===== src/rtl/nand_seq.sv =====
// Bit-serial NOT/AND/OR/XOR sequencer that time-shares one external 2-input Nand gate.
// Optional abort input enabled by defining NAND_SEQ_ABORT_EN.
module nand_seq #(
  parameter int WIDTH = 16
) (
  input  logic             clk,
  input  logic             reset,
  input  logic             start,
  input  logic [1:0]       op,
  input  logic [WIDTH-1:0] a,
  input  logic [WIDTH-1:0] b,
`ifdef NAND_SEQ_ABORT_EN
  input  logic             abort,
`else
`endif
  output logic             busy,
  output logic             done,
  output logic [WIDTH-1:0] out,
  output logic             nand_a,
  output logic             nand_b,
  input  logic             nand_out
);

  localparam int BW = (WIDTH > 1) ? $clog2(WIDTH) : 1;
  localparam logic [BW-1:0] LAST_BIT = BW'(WIDTH - 1);

  localparam logic [1:0] OP_NOT = 2'b00;
  localparam logic [1:0] OP_AND = 2'b01;
  localparam logic [1:0] OP_OR  = 2'b10;
  localparam logic [1:0] OP_XOR = 2'b11;

  typedef enum logic [1:0] {
    IDLE = 2'd0,
    EXEC = 2'd1,
    DONE = 2'd2
  } state_t;

  state_t           state_q;
  logic [WIDTH-1:0] a_q;
  logic [WIDTH-1:0] b_q;
  logic [1:0]       op_q;
  logic [WIDTH-1:0] out_q;
  logic [BW-1:0]    bit_q;
  logic [1:0]       step_q;
  logic             t0_q;
  logic             t1_q;
  logic             t2_q;

  logic             ai;
  logic             bi;
  logic [1:0]       last_step_d;
  logic             is_last_step;
  logic             nand_a_d;
  logic             nand_b_d;

  assign ai = a_q[bit_q];
  assign bi = b_q[bit_q];

  // Steps per bit minus one, i.e. the index of the step that writes the result bit.
  always_comb begin
    last_step_d = 2'd0;
    case (op_q)
      OP_NOT:  last_step_d = 2'd0;
      OP_AND:  last_step_d = 2'd1;
      OP_OR:   last_step_d = 2'd2;
      default: last_step_d = 2'd3;
    endcase
  end

  assign is_last_step = (step_q == last_step_d);

  always_comb begin
    nand_a_d = 1'b0;
    nand_b_d = 1'b0;
    if (state_q == EXEC) begin
      case (op_q)
        OP_NOT: begin
          nand_a_d = ai;
          nand_b_d = ai;
        end
        OP_AND: begin
          if (step_q == 2'd0) begin
            nand_a_d = ai;
            nand_b_d = bi;
          end else begin
            nand_a_d = t0_q;
            nand_b_d = t0_q;
          end
        end
        OP_OR: begin
          case (step_q)
            2'd0: begin
              nand_a_d = ai;
              nand_b_d = ai;
            end
            2'd1: begin
              nand_a_d = bi;
              nand_b_d = bi;
            end
            default: begin
              nand_a_d = t0_q;
              nand_b_d = t1_q;
            end
          endcase
        end
        default: begin
          case (step_q)
            2'd0: begin
              nand_a_d = ai;
              nand_b_d = bi;
            end
            2'd1: begin
              nand_a_d = ai;
              nand_b_d = t0_q;
            end
            2'd2: begin
              nand_a_d = bi;
              nand_b_d = t0_q;
            end
            default: begin
              nand_a_d = t1_q;
              nand_b_d = t2_q;
            end
          endcase
        end
      endcase
    end
  end

  always_ff @(posedge clk) begin
    if (reset) begin
      state_q <= IDLE;
      a_q     <= '0;
      b_q     <= '0;
      op_q    <= OP_NOT;
      out_q   <= '0;
      bit_q   <= '0;
      step_q  <= 2'd0;
      t0_q    <= 1'b0;
      t1_q    <= 1'b0;
      t2_q    <= 1'b0;
    end else begin
      case (state_q)
        IDLE: begin
          if (start) begin
            a_q     <= a;
            b_q     <= b;
            op_q    <= op;
            out_q   <= '0;
            bit_q   <= '0;
            step_q  <= 2'd0;
            state_q <= EXEC;
          end
        end
        EXEC: begin
`ifdef NAND_SEQ_ABORT_EN
          if (abort) begin
            out_q   <= '0;
            bit_q   <= '0;
            step_q  <= 2'd0;
            state_q <= IDLE;
          end else
`endif
          if (is_last_step) begin
            out_q[bit_q] <= nand_out;
            step_q       <= 2'd0;
            if (bit_q == LAST_BIT) begin
              bit_q   <= '0;
              state_q <= DONE;
            end else begin
              bit_q <= bit_q + 1'b1;
            end
          end else begin
            // Intermediate steps land in the temporary named by the step index.
            case (step_q)
              2'd0:    t0_q <= nand_out;
              2'd1:    t1_q <= nand_out;
              default: t2_q <= nand_out;
            endcase
            step_q <= step_q + 2'd1;
          end
        end
        DONE: begin
          state_q <= IDLE;
        end
        default: begin
          state_q <= IDLE;
        end
      endcase
    end
  end

  assign busy   = (state_q == EXEC);
  assign done   = (state_q == DONE);
  assign out    = out_q;
  assign nand_a = nand_a_d;
  assign nand_b = nand_b_d;

endmodule


===== config.mk =====
export PLATFORM = sky130hd
export DESIGN_NAME = nand_seq
export DESIGN_NICKNAME = d
export VERILOG_FILES = /design/src/rtl/nand_seq.sv
export SDC_FILE = /design/constraint.sdc
export NUM_CORES = 1
export LEC_CHECK = 0
export CAP_MARGIN = 20
export CORE_MARGIN = 2
export CORE_UTILIZATION = 26
export DETAILED_ROUTE_END_ITERATION = 10
export GPL_TIMING_DRIVEN = 0
export PLACE_DENSITY_LB_ADDON = 0.1
export SYNTH_ARGS = -nofsm -noshare
export SYNTH_HDL_FRONTEND = slang
export SYNTH_SLANG_ARGS = --single-unit

===== constraint.sdc =====
create_clock -name clk -period 6.9 [get_ports clk]
set_clock_uncertainty 0.05 [all_clocks]
set_input_delay 1.38 -clock clk [delete_from_list [all_inputs] [get_ports clk]]
set_output_delay 1.38 -clock clk [all_outputs]
set_load 0.02 [all_outputs]

# After elaboration in Yosys (flattened, before gate mapping)
# Cells that the tools add are included.
totals:
  register_bits: 61
  input_bits: 38
  output_inout_bits: 20
  word_cells: 73
op_classes:
  add_sub_neg: 2
  bitwise_logic: 2
  eq_ne: 11
  order_cmp: 2
  n_reduce_logical: 14
  n_mux: 32
op_table:
  columns: ["op", "n"]
  rows:
  - ["$mux 16", 2]
  - ["$pmux 16 s2", 1]
  - ["$bwmux 16", 1]
  - ["$reduce_and 3->1", 5]
  - ["$mux 4", 3]
  - ["$mux 2", 5]
  - ["$bmux 1 s4", 2]
  - ["$pmux 1 s2", 4]
  - ["$pmux 2 s2", 2]
  - ["$pmux 4 s2", 1]
  - ["$mux 1", 7]
  - ["$eq 2x1->1 const B", 3]
  - ["$eq 2x2->1 const B", 3]
  - ["$logic_not 2->1", 3]
  - ["$pmux 1 s3", 2]
  - ["$pmux 2 s3", 1]
  - ["$lt 4x5->1 const B", 1]
  - ["$add 4x1->4 const B", 1]
  - ["$demux 1 s4", 1]
  - ["$eq 4x4->1 const B", 1]
  - ["$ge 4x1->1 const B", 1]
  - ["$ne 2x1->1 const B", 2]
  - ["$reduce_and 2->1", 2]
  - ["$reduce_or 2->1", 2]
  - ["6 further kinds", 7]

# Logic depth before layout (Yosys ltp)
# Gate-level depths: netlist of run 1.
logic_depth:
  word_depth: 7
  depth_mapped: 9
  mapped_depth_nobuf: 7

# Worst setup path after synthesis of run 1
# No wires, ideal clock.
synth_path:
  path_type: "reg-to-output"
  from: "register bit_q[1]"
  to: "output port nand_b"
  path_buffers: 1
  stages_incl_launch_ff: 8
  slack_ps: 3233
  arrival_time_ps: 2237
  required_ps: 5470
  cell_sequence: "dfxtp_1 > buf_6 > mux4_2 > mux4_2 > nand2_1 > nand4b_1 > o311ai_1 > a2111oi_1"
synth_via:
  elab_chain_len: 5
  word_cells_on_any_way: 9
  cone_classes: "mux (9)"
synth_lines:
  columns: ["element", "line", "text"]
  rows:
  - ["start, declared", "43", "logic [BW-1:0] bit_q;"]
  - ["start signal, assigned", "171", "bit_q <= bit_q + 1'b1;"]
  - ["$bmux 1 s4 (on tied branches)", "57, 56", null]
  - ["$mux 1 (on tied branches)", "57, 56", null]
  - ["$pmux 1 s2 (tied with other cells)", "107", "case (step_q)"]
  - ["$pmux 1 s3 *", "76", "case (op_q)"]
  - ["$mux 1 *", "75", "if (state_q == EXEC) begin"]
  - ["end, declared", "20", "output logic nand_b,"]
# Every way passes the cells marked *; elsewhere a longest branch is shown, timed or not. The select of a mux whose other input is x is not followed.

# Worst setup path in the final report of run 1
# Same ends and word-level chain as after synthesis.

==> results of run 1 <==
## routing by layer
layer	vias to the layer above	global-route usage (%)	part of all wire, %
met2	54	22.1	46
met4	0	5.15	1.3
li1	1413	-	-
met1	1242	19.2	48
met3	10	3.32	4.0
met5	-	0	0
## sequential cells by signal (all words and copies together) (netlist names)
| register | flops |
|---|---|
| out | 16 |
| t0_q | 1 |
| step_q | 2 |
| state_q | 2 |
| op_q | 2 |
| t2_q | 1 |
| t1_q | 1 |
| bit_q | 4 |
| a_q | 16 |
| b_q | 16 |
## power breakdown
group,internal [uW],total [uW],switching (uW)
logic,46.0,107,61.3
registers,366,375,8.45
clock network,172,303,130
## cells in the final DEF (no fill, tap or decap), types with 3 or more instances in the layout
cell type / Yosys / final
sky130_fd_sc_hd__nand2_1: 107 / 107
sky130_fd_sc_hd__a32oi_1: 5 / 5
sky130_fd_sc_hd__clkbuf_1: 25 / 27
sky130_fd_sc_hd__a211oi_1: 3 / 3
sky130_fd_sc_hd__xnor2_1: 3 / 3
sky130_fd_sc_hd__nor2b_1: 11 / 11
sky130_fd_sc_hd__nor2_1: 16 / 16
sky130_fd_sc_hd__mux4_2: 3 / 3
sky130_fd_sc_hd__nor3_1: 3 / 3
sky130_fd_sc_hd__inv_1: 6 / 6
sky130_fd_sc_hd__mux2i_1: 11 / 11
sky130_fd_sc_hd__ha_1: 8 / 8
sky130_fd_sc_hd__a21oi_1: 58 / 58
sky130_fd_sc_hd__a31oi_1: 3 / 3
sky130_fd_sc_hd__clkbuf_8: 0 / 10
sky130_fd_sc_hd__o21ai_0: 3 / 3
sky130_fd_sc_hd__nand4_1: 3 / 3
sky130_fd_sc_hd__dfxtp_1: 61 / 61
sky130_fd_sc_hd__nand3_1: 20 / 20
sky130_fd_sc_hd__clkdlybuf4s50_1: 0 / 56
## worst max-delay path: stages (launching register included)
cell	delay [ps]
sky130_fd_sc_hd__dfxtp_1	460
sky130_fd_sc_hd__buf_6	220
sky130_fd_sc_hd__mux4_2	530
sky130_fd_sc_hd__mux4_2	560
sky130_fd_sc_hd__nand2_1	100
sky130_fd_sc_hd__nand4b_1	150
sky130_fd_sc_hd__o311ai_1	140
sky130_fd_sc_hd__a2111oi_1	150
sky130_fd_sc_hd__clkdlybuf4s50_1	560
## area by class of cell
type,instances,area (um2),area share [%]
timing repair buffer,56,561,14.6
clock buffer,12,145,3.79
inverter,6,22.5,0.587
multi-input combinational,277,1550,40.3
clock inverter,2,35.0,0.914
tap,140,175,4.57
buffer,31,128,3.33
sequential,61,1220,31.9
## how the worst max path moves through the flow
| stage | start | slack (ps) | endpoint | depth (start not counted) |
|---|---|---|---|---|
| after CTS | bit_q[1] | 2280 | nand_b | 8 |
| after global placement | bit_q[1] | 2630 | nand_a | 8 |
| after floorplan | bit_q[1] | 3230 | nand_b | 7 |
| after detailed placement | bit_q[1] | 2640 | nand_a | 8 |
| final | bit_q[1] | 2290 | nand_b | 8 |
| after global routing | bit_q[1] | 2140 | nand_a | 8 |
## cell families (layout without fill, tap and decap cells)
logic type,count (synthesis),after routing
simple gates,172,172
compound gates,78,78
flops,61,61
buf+inv,37,107
mux,16,16
fa+ha+maj,8,8
xor+xnor,3,3
## stage by stage
step | std cells | power [uW] | setup slack [ps]
after floorplan | 375 | 443 | 3230
after global placement | 571 | 490 | 2630
after detailed placement | 571 | 491 | 2640
after CTS | 585 | 796 | 2280
after global routing | 585 | 828 | 2140
final | 585 | 785 | 2290
==> summary by stage, run 1 <==
Status
The run finished with clean final reports.

Critical path
The endpoint of the most critical register-to-register path is out[12]. Across all register-to-register paths, the minimum setup slack is 4530 ps. The worst endpoint required time is between 5000 and 6000 ps. In this run the critical register-to-register path is launched from state_q[1]. The critical path start-end classification is reg -> out. The worst setup path is captured at a primary output. The startpoint kind of the worst setup timing path is a flip-flop. The number of cells on the worst reg-to-reg path is 8. The data arrival time at the worst-slack endpoint is around 3200 ps. The maximum fanout encountered on the critical timing path is 10.

Drt
The routed design has 8070 um of wire. For this block, the via count after detailed routing is between 2000 and 3000. The first detailed-routing pass took 4 iterations.

Dividing the detail-routed via count by the number of cells gives approximately 4.6. The remaining number of nets flagged by the antenna check after routing is 0. The first routing iteration left ~100 violations.

For this run, design rule violations remaining after detail routing come to 0. After detailed routing, the average wire length per cell comes to 13.8 um.

Yosys
The count of flip-flops with a built-in enable after synthesis is 0. After synthesis the netlist holds a flip-flop and latch count of 61. After synthesis, the most frequently instantiated cells are sky130_fd_sc_hd__nand2_1, sky130_fd_sc_hd__dfxtp_1, sky130_fd_sc_hd__a21oi_1, sky130_fd_sc_hd__clkbuf_1, sky130_fd_sc_hd__nand3_1. The sequential share of the synthesized area is 41.9%. The count of unique library cells instantiated by Yosys is 37. The main combinational cell family by area after synthesis is simple AND/OR/NAND/NOR gates. The dominant synthesized flop cell is sky130_fd_sc_hd__dfxtp_1. The post-synth net total is 421.

Summing the areas of all compound-gate instances in the mapped netlist gives 15.1% of the synthesized area. The cell with the most instances after synthesis is sky130_fd_sc_hd__nand2_1. The Yosys step of the flow raised 0 warnings. The synthesized netlist devotes 25.6% of its cell area to simple gates. The combined area of all synthesized cells is 2920 um2.

The biggest area consumer among synthesized cells is sky130_fd_sc_hd__dfxtp_1. Sorting the synthesized cells by area gives the leading types as sky130_fd_sc_hd__dfxtp_1, sky130_fd_sc_hd__nand2_1, sky130_fd_sc_hd__a21oi_1. The multiplexer area fraction after synthesis is under 10%. The post-synthesis share of cell area spent on xor and xnor gates is 0.901%.

The share of synthesized area in the top cell type comes to 41.9%. The gate count after technology mapping is 375. The mean area per synthesized cell is 7.78 um2. Summing the areas of all fa, ha and maj instances in the mapped netlist gives between 3 and 4% of the synthesized area.

The share of flip-flops with an asynchronous set or reset is 0%.

CTS
TritonCTS built the clock tree. The root cell of the clock tree is sky130_fd_sc_hd__clkbuf_8. The total clock buffers created by CTS is 9. The post-cts sizing count is 0. After clock tree synthesis, the clock-pin slew on the worst setup and hold paths is 70 ps. CTS built an H-tree with a depth of 3. Clock tree synthesis found a total of between 60 and 70 sinks.

The worst-skew pair later-pin latency is 330 ps. The maximum number of buffers from clock root to sink is 2. The number of hold buffers added after CTS was 0. Once the clock tree was built, the setup fixing pass inserted 0 buffers.

Cells and area
The synthesis-to-layout area growth is 31.4%. The number of filler instances in the final layout is 1187. Once layout is done, the placed cells without fillers occupy 3830 um2. The number of antenna repair diodes is 0.

Cells fill 35.2% of the core in the end. The total number of nets in the final design is 488. The post-route netlist has 4.49% of its cells at a drive strength greater than 1.

STA
In this run the tightest slew margin relative to its limit is between 50 and 60%. The max-slew violation total from the final report came to 0. Setup violations remaining at the end of the flow were counted as 0. Derived from the worst setup path, the maximum achievable clock frequency is 217 MHz. Of the available clock period, the critical path in the final layout requires 66.8%.

The routed design could run at a clock period as short as ~4600 ps. The setup TNS is 0 ps. The slew at the pin closest to its max-slew limit is ~690 ps. The worst hold slack across all endpoints is 402 ps.

Setup repair after global routing left no endpoint under its margin. The final hold violation count is 0.

Floorplanning
The vertical die dimension is 110 um. The full die area is 12100 um2. The number of primary I/O pins is 58.

The x dimension of the die is 110 um. The core box area is between 10000 and 15000 um2. Once the floorplan was initialized, standard cells occupied 26.8% of the core. The number of rows in the core area is 38.

Pwr
In this run the static leakage power is around 0.0013 uW. Power spread over the standard cell area amounts to 205 nW/um2. Across the VDD grid, the largest voltage drop is 0.0823 mV.

Flow run
The count of max-cap constraint violations is 0.

Min path
The tightest min-delay check is of the reg -> reg type. The startpoint of the worst hold path is a_q[4]. The worst hold path was traced through 2 stages. The path with the worst hold slack has its endpoint at a_q[4].

Placement
The quantity of I/O buffers inserted on ports is 56. Once placement finished, the instance area stood at 3650 um2. The detailed placement HPWL is 6020 um. At the end of routability-driven placement, the weighted congestion stood at 0.743.

GRT
The overflow left after global routing is 0. The initial antenna violation count is 0. The maximum number of pins on one net before global-route repair is 11. The overall fraction of global-route tracks in use is 14.2%.

The number of global-route vias before repair is between 2000 and 3000. The wire length of the first global-routing pass is 13100 um.
(Power assumes the default switching activity.)
==> inputs of run 2 (changes only) <==
Clock period 6.9 ns to 3.8 ns, I/O delays scaled along.
==> run 2 against run 1 <==
Register-to-register slack worse by 3100 ps. Setup slack worse by 2200 ps. Non-clock buffer count stayed put. Sequential share of layout area hardly changed. Critical path depth stayed put. Sequential cell count stayed put. Global-route usage stayed put. Clock power is 82% higher. Count of clock-buffer cells in the layout stayed put. Critical endpoint unchanged.
==> summary by stage, run 2 (synthesized netlist as in run 1, its figures left out) <==
CTS
The total clock buffers created by CTS is 9 (unchanged). The worst-skew pair later-pin latency is 330 ps (about the same). The depth of the CTS H-tree is 3 (unchanged).

The root cell of the clock tree is sky130_fd_sc_hd__clkbuf_8. The post-cts sizing count was 4 (+4). The TritonCTS sink count is 61 (unchanged). The maximum number of buffers from clock root to sink is 2 (unchanged). The buffer count from post-CTS setup fixing came to 0 (unchanged).

The clock slew seen by the registers of the worst setup and hold paths came to 70 ps (about the same). TritonCTS built the clock tree. The total of hold buffers inserted after clock tree synthesis is 0 (unchanged).

GRT
The wire length of the first global-routing pass is 13100 um (unchanged). The overall fraction of global-route tracks in use is 14.2% (unchanged). The initial antenna violation count came to 0 (unchanged). The overflow left after global routing is 0 (unchanged). The maximum number of pins on one net before global-route repair came to 11 (unchanged). The number of global-route vias before repair is 2541 (unchanged).

Drt
The via count is 2716 (-0.11%). The total DRC errors in the routed layout is 0 (unchanged). The aggregate routed wire length came to 8080 um (about the same).

The routed wirelength normalized by instance count came to 13.8 um (about the same). The first-pass detailed-route iteration total was 4 (unchanged). The first-iteration detailed-routing DRC count came to 96 (-2.0%). The average via count per standard cell came to 4.64 (-0.11%).

The remaining number of nets flagged by the antenna check after routing is 0 (unchanged).

Pwr
The peak ir drop on the vdd network was 0.149 mV (+82%). The power after layout was 1420 uW (+81%). The cell area power density is 371 nW/um2 (+81%).

The leakage power figure is 0.00133 uW (+0.46%).

Floorplanning
The full die area is 12100 um2 (unchanged). The x dimension of the die is 110 um (unchanged). The number of primary I/O pins is 58 (unchanged). The number of rows in the core area is 38 (unchanged). The starting utilization of the core area came to 26.8% (unchanged).

The core box area is 10900 um2 (unchanged). The vertical die dimension came to 110 um (unchanged).

STA
The slack of the critical path is 112 ps (-2180 ps). The remaining max-slew budget at the tightest pin is 52.4% (-1.2 points). The share of the cycle needed by the critical path after routing is 97.0%. The setup-violating endpoint count in the final report is 0 (unchanged). Static timing analysis puts the maximum clock frequency at 271 MHz. Setup repair after global routing left no endpoint under its margin. The max-slew violation total from the final report is 0 (unchanged). The final hold violation count is 0 (unchanged). For the finished layout, the period the worst path requires is roughly 3700 ps.

The slew at the pin closest to its max-slew limit is 710 ps (+18.3 ps). The setup TNS is 0 ps (unchanged).

Cells and area
The final cell count without fillers was 585 (unchanged). The layout cell share with drive strength beyond 1 is 4.72% (+0.22 points). The top cell types in the final layout, fill and taps aside, are sky130_fd_sc_hd__nand2_1, sky130_fd_sc_hd__dfxtp_1, sky130_fd_sc_hd__a21oi_1.

The total number of nets in the final design came to 488 (unchanged). The number of antenna repair diodes is 0 (unchanged). The most common cell after layout, fill and taps aside is sky130_fd_sc_hd__nand2_1. The synthesis-to-layout area growth is 31.5% (about the same).

Critical path
The worst setup path is of the reg -> out kind. The startpoint kind of the worst setup timing path is a flip-flop. The worst setup path is captured at a primary output. The data arrival time at the worst-slack endpoint was 2880 ps (-300 ps). The worst endpoint required time was 2990 ps (-2480 ps). The maximum fanout encountered on the critical timing path came to 10 (unchanged).

Placement
The quantity of I/O buffers inserted on ports is 56 (unchanged). The last weighted congestion value of the routability-driven placer was 0.743 (unchanged). The total placed cells including tap cells came to 571 (unchanged).

The detailed placement HPWL is 6020 um (unchanged). The worst setup slack after placement is 161 ps (-2480 ps).

Status
The run finished with clean final reports.

Flow run
The count of max-cap constraint violations is 0 (unchanged).

Min path
In this run the worst hold path is classified as reg -> reg.
-- run 2: cell types whose count changed in the layout (fill, tap and decap cells not counted) --
cell                              delta
sky130_fd_sc_hd__clkdlybuf4s15_1     +1
sky130_fd_sc_hd__dlygate4sd2_1       +1
sky130_fd_sc_hd__dfxtp_1             -1
sky130_fd_sc_hd__dfxtp_2             +1
sky130_fd_sc_hd__clkdlybuf4s50_1     -2
sky130_fd_sc_hd__buf_4               +1
sky130_fd_sc_hd__buf_2               -1
-- run 2: final cells by class --
type / count / area (um2)
multi-input combinational: 277 / 1550
clock inverter: 2 / 35.0
tap: 140 / 175
timing repair buffer: 56 / 559
clock buffer: 12 / 145
sequential: 61 / 1220
fill: 1186 / 7050
buffer: 31 / 130
inverter: 6 / 22.5
-- run 2: worst paths after layout --
kind         slack [ps]       start  depth (start not counted)       to
max reg2reg        1410  state_q[1]                          8  out[12]
min                 400      a_q[4]                          2   a_q[4]
min reg2reg         400      a_q[4]                          2   a_q[4]
max                 110    bit_q[1]                          8   nand_b
-- run 2: stage by stage --
step	utilization [%]	instance area, um2	hold slack [ps]
detailed placement	33.6	3650	397
floorplan	-	2920	382
CTS	35.2	3830	406
global placement	33.6	3650	392
global route	35.2	3840	425
finish	35.2	3840	402
-- run 2: power by group --
group	switching (uW)	internal, uW
sequential	15.3	665
combinational	111	83.0
clock	236	313
total	363	1060
-- run 2: critical path, cell delays in order (launching register included) --
cell,delay [ps]
sky130_fd_sc_hd__dfxtp_2,400
sky130_fd_sc_hd__buf_6,190
sky130_fd_sc_hd__mux4_2,530
sky130_fd_sc_hd__mux4_2,560
sky130_fd_sc_hd__nand2_1,100
sky130_fd_sc_hd__nand4b_1,150
sky130_fd_sc_hd__o311ai_1,140
sky130_fd_sc_hd__a2111oi_1,150
sky130_fd_sc_hd__dlygate4sd2_1,350
-- run 2: metal layers --
| layer | vias up | global-route usage (%) | routed length [um] |
|---|---|---|---|
| li1 | 1413 | - | - |
| met1 | 1241 | 19.2 | 3890 |
| met2 | 52 | 22.1 | 3750 |
| met3 | 10 | 3.32 | 331 |
| met4 | 0 | 5.15 | 106 |
| met5 | - | 0 | 0 |
